==> src/rtl/is_uart_tx_ctrl_pkg.sv <==
// Shared UART controller definitions: transmit FSM state encoding, default
// frame geometry and the parity helper used when a byte is latched.
package is_uart_tx_ctrl_pkg;

    typedef enum logic [2:0] {
        IDLE,
        SYNC,
        START,
        DATA,
        PARITY,
        STOP
    } tx_state_t;

    localparam int RATIO     = 8;
    localparam int DATA_BITS = 8;
    localparam int STOP_BITS = 1;

    // Unused upper bits must be zero so narrow frames do not pick up stale data.
    function automatic logic frame_parity(input logic [7:0] data, input logic odd);
        return (^data) ^ odd;
    endfunction

endpackage

==> src/rtl/is_uart_tx_ctrl.sv <==
// UART transmit controller: latches one byte per valid/ready handshake and
// shifts out start, data (LSB first), optional parity and stop bits on tx_ce_i.
//
//  state  | meaning
//  IDLE   | ready for a byte, sample counter held cleared, line high
//  SYNC   | byte latched, line high until the first bit strobe
//  START  | start bit (0) on the line
//  DATA   | data bits on the line, cnt = bits already sent
//  PARITY | parity bit on the line
//  STOP   | stop bit(s) on the line, stop_cnt = stop periods completed
module is_uart_tx_ctrl #(
    parameter int DATA_BITS  = is_uart_tx_ctrl_pkg::DATA_BITS,
    parameter int PARITY_EN  = 0,
    parameter int PARITY_ODD = 0,
    parameter int STOP_BITS  = is_uart_tx_ctrl_pkg::STOP_BITS
) (
    input  logic                 clk_i,
    input  logic                 rstn_i,
    input  logic                 tx_ce_i,
    input  logic [DATA_BITS-1:0] tx_data_i,
    input  logic                 tx_valid_i,
    output logic                 tx_ready_o,
    output logic                 txct_r_o,
    output logic                 txd_o,
    output logic                 tx_busy_o,
    output logic                 tx_done_o
);
    import is_uart_tx_ctrl_pkg::*;

    tx_state_t            state_q, state_d;
    logic                 txd_q, txd_d;
    logic [DATA_BITS-1:0] shreg_q, shreg_d;
    logic [3:0]           cnt_q, cnt_d;
    logic                 par_q, par_d;
    logic                 stop_cnt_q, stop_cnt_d;
    logic                 done_q, done_d;

    always_comb begin
        state_d    = state_q;
        txd_d      = txd_q;
        shreg_d    = shreg_q;
        cnt_d      = cnt_q;
        par_d      = par_q;
        stop_cnt_d = stop_cnt_q;
        done_d     = 1'b0;

        unique case (state_q)
            IDLE: begin
                // tx_ce_i is deliberately ignored here, including on the transfer cycle.
                if (tx_valid_i) begin
                    shreg_d = tx_data_i;
                    par_d   = frame_parity(8'(tx_data_i), PARITY_ODD != 0);
                    cnt_d   = 4'd0;
                    state_d = SYNC;
                end
            end
            SYNC: begin
                if (tx_ce_i) begin
                    txd_d   = 1'b0;
                    state_d = START;
                end
            end
            START: begin
                if (tx_ce_i) begin
                    txd_d   = shreg_q[0];
                    shreg_d = shreg_q >> 1;
                    cnt_d   = 4'd1;
                    state_d = DATA;
                end
            end
            DATA: begin
                if (tx_ce_i) begin
                    if (cnt_q < 4'(DATA_BITS)) begin
                        txd_d   = shreg_q[0];
                        shreg_d = shreg_q >> 1;
                        cnt_d   = cnt_q + 4'd1;
                    end else if (PARITY_EN != 0) begin
                        txd_d   = par_q;
                        state_d = PARITY;
                    end else begin
                        txd_d      = 1'b1;
                        stop_cnt_d = 1'b0;
                        state_d    = STOP;
                    end
                end
            end
            PARITY: begin
                if (tx_ce_i) begin
                    txd_d      = 1'b1;
                    stop_cnt_d = 1'b0;
                    state_d    = STOP;
                end
            end
            STOP: begin
                if (tx_ce_i) begin
                    if (stop_cnt_q == 1'(STOP_BITS - 1)) begin
                        done_d  = 1'b1;
                        state_d = IDLE;
                    end else begin
                        stop_cnt_d = stop_cnt_q + 1'b1;
                    end
                end
            end
            default: begin
                txd_d   = 1'b1;
                state_d = IDLE;
            end
        endcase
    end

    always_ff @(posedge clk_i or negedge rstn_i) begin
        if (!rstn_i) begin
            state_q    <= IDLE;
            txd_q      <= 1'b1;
            shreg_q    <= '0;
            cnt_q      <= 4'd0;
            par_q      <= 1'b0;
            stop_cnt_q <= 1'b0;
            done_q     <= 1'b0;
        end else begin
            state_q    <= state_d;
            txd_q      <= txd_d;
            shreg_q    <= shreg_d;
            cnt_q      <= cnt_d;
            par_q      <= par_d;
            stop_cnt_q <= stop_cnt_d;
            done_q     <= done_d;
        end
    end

    assign txd_o      = txd_q;
    assign tx_done_o  = done_q;
    assign tx_ready_o = (state_q == IDLE);
    assign txct_r_o   = (state_q == IDLE);
    assign tx_busy_o  = (state_q != IDLE);

endmodule

==> config.mk <==
export PLATFORM = sky130hd
export DESIGN_NAME = is_uart_tx_ctrl
export DESIGN_NICKNAME = d
export VERILOG_FILES = /design/src/rtl/is_uart_tx_ctrl_pkg.sv /design/src/rtl/is_uart_tx_ctrl.sv
export SDC_FILE = /design/constraint.sdc
export NUM_CORES = 1
export LEC_CHECK = 0
export CORE_UTILIZATION = 50
export DETAILED_ROUTE_END_ITERATION = 8
export PLACE_DENSITY = 0.76
export SETUP_SLACK_MARGIN = 0.5
export SLEW_MARGIN = 20
export SYNTH_ARGS = -nofsm -noshare
export SYNTH_HDL_FRONTEND = slang
export SYNTH_SLANG_ARGS = --single-unit
==> constraint.sdc <==
create_clock -name clk_i -period 1.9 [get_ports clk_i]
set_clock_uncertainty 0.2 [all_clocks]
set_input_delay 0.19 -clock clk_i [delete_from_list [all_inputs] [get_ports clk_i]]
set_output_delay 0.19 -clock clk_i [all_outputs]
set_load 0.1 [all_outputs]
==> impl_metrics.py <==
metrics = {
    "setup_path": {
        "reg2reg_to": "shreg_q[2]$_DFFE_PN0P_",
        "worst_setup_path_end_kind": "primary output",
        "critical_path_class": "reg -> out",
        "crit_fanout": 2,
        "crit_slowest_cell": "dfrtp_2",
        "path_delay_family": "flip-flops",
        "cp_num_buf_inv": 2,
        "startpoint": "state_q[1]$_DFFE_PN0P_",
        "r2r_start": "state_q[1]$_DFFE_PN0P_",
        "crit_chain": "or3_4 > clkinvlp_4 > buf_12",
        "crit_path_start_kind": "register",
        "arrival_ns": 1.44,
        "worstPathRequired_ns": 1.51,
        "rrSetupSlack_ns": 0.19,
        "slowest_delay_ns": 0.43,
        "r2r_cells": 5,
    },
    "layout": {
        "nets": 126,
        "num_antenna_cells": 0,
        "area_delta_synth_final_pct": 44.4,
        "drive_above_1_share": 0.482,
    },
    "drt": {
        "antenna_left": 0,
        "wl_um": 2360,
        "drtPass1Iterations": 4,
        "wl_per_cell_um": 17.2,
        "drt_iter0_drc": 24,
        "vias": 772,
        "drc": 0,
        "viasPerCell": 5.64,
    },
    "cts": {
        "tritoncts": "built",
        "cts_max_path_buffers": 2,
        "insertion_delay_ns": 0.29,
        "clkTransAtPathRegs_ns": 0.11,
        "cts_sinks": 17,
        "htreeDepth": 1,
        "cts_buffers": 3,
        "cts-root-buf": "clkbuf_4",
        "hold_buffers": 0,
    },
    "global_routing": {
        "antenna_found_initial": 0,
        "grt_first_pass_wirelength_um": 3020,
        "grtUsageTotal": 0.206,
        "grt_max_degree": 18,
        "overflow": 0,
        "first_global_vias": 655,
    },
    "synth": {
        "synth.area.top_cells": "dfrtp_1, mux2_4, mux2_1, a32oi_4, dfstp_2",
        "synth_top_area_frac": 0.409,
        "ys_seq_area_frac": 0.436,
        "synth_nets": 96,
        "synthCells": 83,
        "synth_area_sq_um": 980,
        "ys_types": 31,
        "synth_edf_count": 0,
        "ys_ff_latch": 17,
        "ys.flop_type": "dfrtp_1",
        "synth_area_leader_cell": "dfrtp_1",
        "syn_area_per_cell_sq_um": 11.8,
        "async_flop_share": 1.00,
        "yosysMostFrequentCell": "dfrtp_1",
        "synth_common_cells": "dfrtp_1, mux2_4, mux2_1, nand2_1, o21ai_0",
        "yosysWarnings": 0,
    },
    "die": {
        "coreArea_sq_um": 1780,
        "die_width_um": 46.3,
        "initial_utilization": 0.549,
        "rows": 15,
        "io_pins": 17,
        "die_h_um": 46.3,
        "die_area_sq_um": 2140,
    },
    "placement": {
        "port_buffers": 16,
        "gp_congestion": 0.724,
        "dp_hpwl_um": 1270,
    },
    "status": {
        "outcome": "finished, final reports clean",
    },
    "sta": {
        "slew_violations": 0,
        "rsz0062_at_grt": "true",
        "holdWs_ns": 0.0180,
        "slew_headroom": 0.747,
        "worst_pin_slew_ns": 0.380,
        "max_freq_mhz": 548,
        "hold_viol": 0,
        "setup_viol": 0,
        "min_period_over_period": 0.961,
        "finalCriticalPeriod_ns": 1.83,
    },
    "power_and_ir_drop": {
        "powerDensity_nw_per_um2": 1390,
        "p_total_mw": 1.97,
        "ir_drop_mv": 0.992,
        "leakagePower_nw": 0.613,
    },
    "min_path": {
        "hold_path.class": "in -> async",
    },
    "job": {
        "drv_cap": 0,
    },
}
==> routing by layer <==
metal / wire, um / share of wire / global-route usage / vias up
met1: 1040 / 0.44 / 0.272 / 383
met5: 0 / 0 / 0 / -
li1: - / - / - / 355
met3: 106 / 0.045 / 0.0471 / 2
met2: 1200 / 0.51 / 0.321 / 32
met4: 11 / 0.0047 / 0.0882 / 0
==> logic make-up (layout without fill, tap and decap cells) <==
kind of cell	count (synthesis)	in the layout	synth area share
AOI/OAI and AO/OA	17	17	0.130
adders and majority gates	2	2	0.0230
buffers and inverters	11	38	0.0664
DFF	17	17	0.436
muxes	16	16	0.218
and+or+nand+nor	20	22	0.126
==> flip-flops by register name (all words and copies together) (netlist names) <==
register   count
cnt_q          4
shreg_q        8
state_q        3
tx_done_o      1
txd_o          1
==> how the worst max path moves through the flow <==
| stage | cells after the start | endpoint | slack, ns |
|---|---|---|---|
| 2_1_floorplan | 4 | txct_r_o | -0.24 |
| 3_3_place_gp | 4 | shreg_q[5]$_DFFE_PN0P_ | 0.15 |
| 3_5_place_dp | 4 | shreg_q[4]$_DFFE_PN0P_ | 0.13 |
| 4_1_cts | 3 | txct_r_o | 0.08 |
| 5_1_grt | 3 | txct_r_o | 0.02 |
| 6_report | 3 | txct_r_o | 0.07 |
==> final cells by class <==
cell class	count	area, sq um
clock inverter	1	5.00
multi-input combinational	57	571
clock buffer	3	22.5
inverter	4	22.5
sequential	17	432
tap	25	31.3
timing repair buffer	30	332
fill	107	368
==> through the flow <==
step | utilization | setup slack, ns | instances | TNS, ns | instance area (sq um)
after floorplan | - | -0.240 | 83 | -0.240 | 1020
after global placement | 0.679 | 0.146 | 122 | 0 | 1210
after detailed placement | 0.679 | 0.127 | 122 | 0 | 1210
after CTS | 0.724 | 0.0817 | 130 | 0 | 1290
after global routing | 0.794 | 0.0201 | 137 | 0 | 1420
final | 0.794 | 0.0744 | 137 | 0 | 1420
==> what timing repair did <==
| action | CTS | global route |
|---|---|---|
| gates resized for setup | 5 | 19 |
| setup buffers | 3 | 5 |
| cloned | 1 | 2 |
| pin swaps | 3 | 8 |
| setup endpoints to repair | 19 | 18 |
==> placed cells by master, fill, tap and decap left out, types with 2 or more instances in the layout <==
| cell type | n |
|---|---|
| buf_6 | 5 |
| mux2_4 | 9 |
| nand3_1 | 2 |
| buf_4 | 8 |
| clkdlybuf4s50_1 | 11 |
| a21oi_1 | 3 |
| nand2b_4 | 2 |
| dfrtp_1 | 15 |
| mux2_1 | 7 |
| o21ai_1 | 2 |
| buf_12 | 5 |
| nor2_2 | 2 |
| clkbuf_4 | 3 |
| o21ai_0 | 3 |
| nand2_1 | 4 |
| inv_1 | 2 |
| nor2_4 | 2 |
| clkinvlp_4 | 2 |
| nand2_2 | 2 |
==> power by group <==
part	switching, mW	leakage, nW	total, mW	internal [mW]
clock network	0.119	0.0177	0.197	0.0782
registers	0.106	0.211	0.623	0.517
logic	0.544	0.385	1.15	0.607
(Power assumes the default switching activity.)
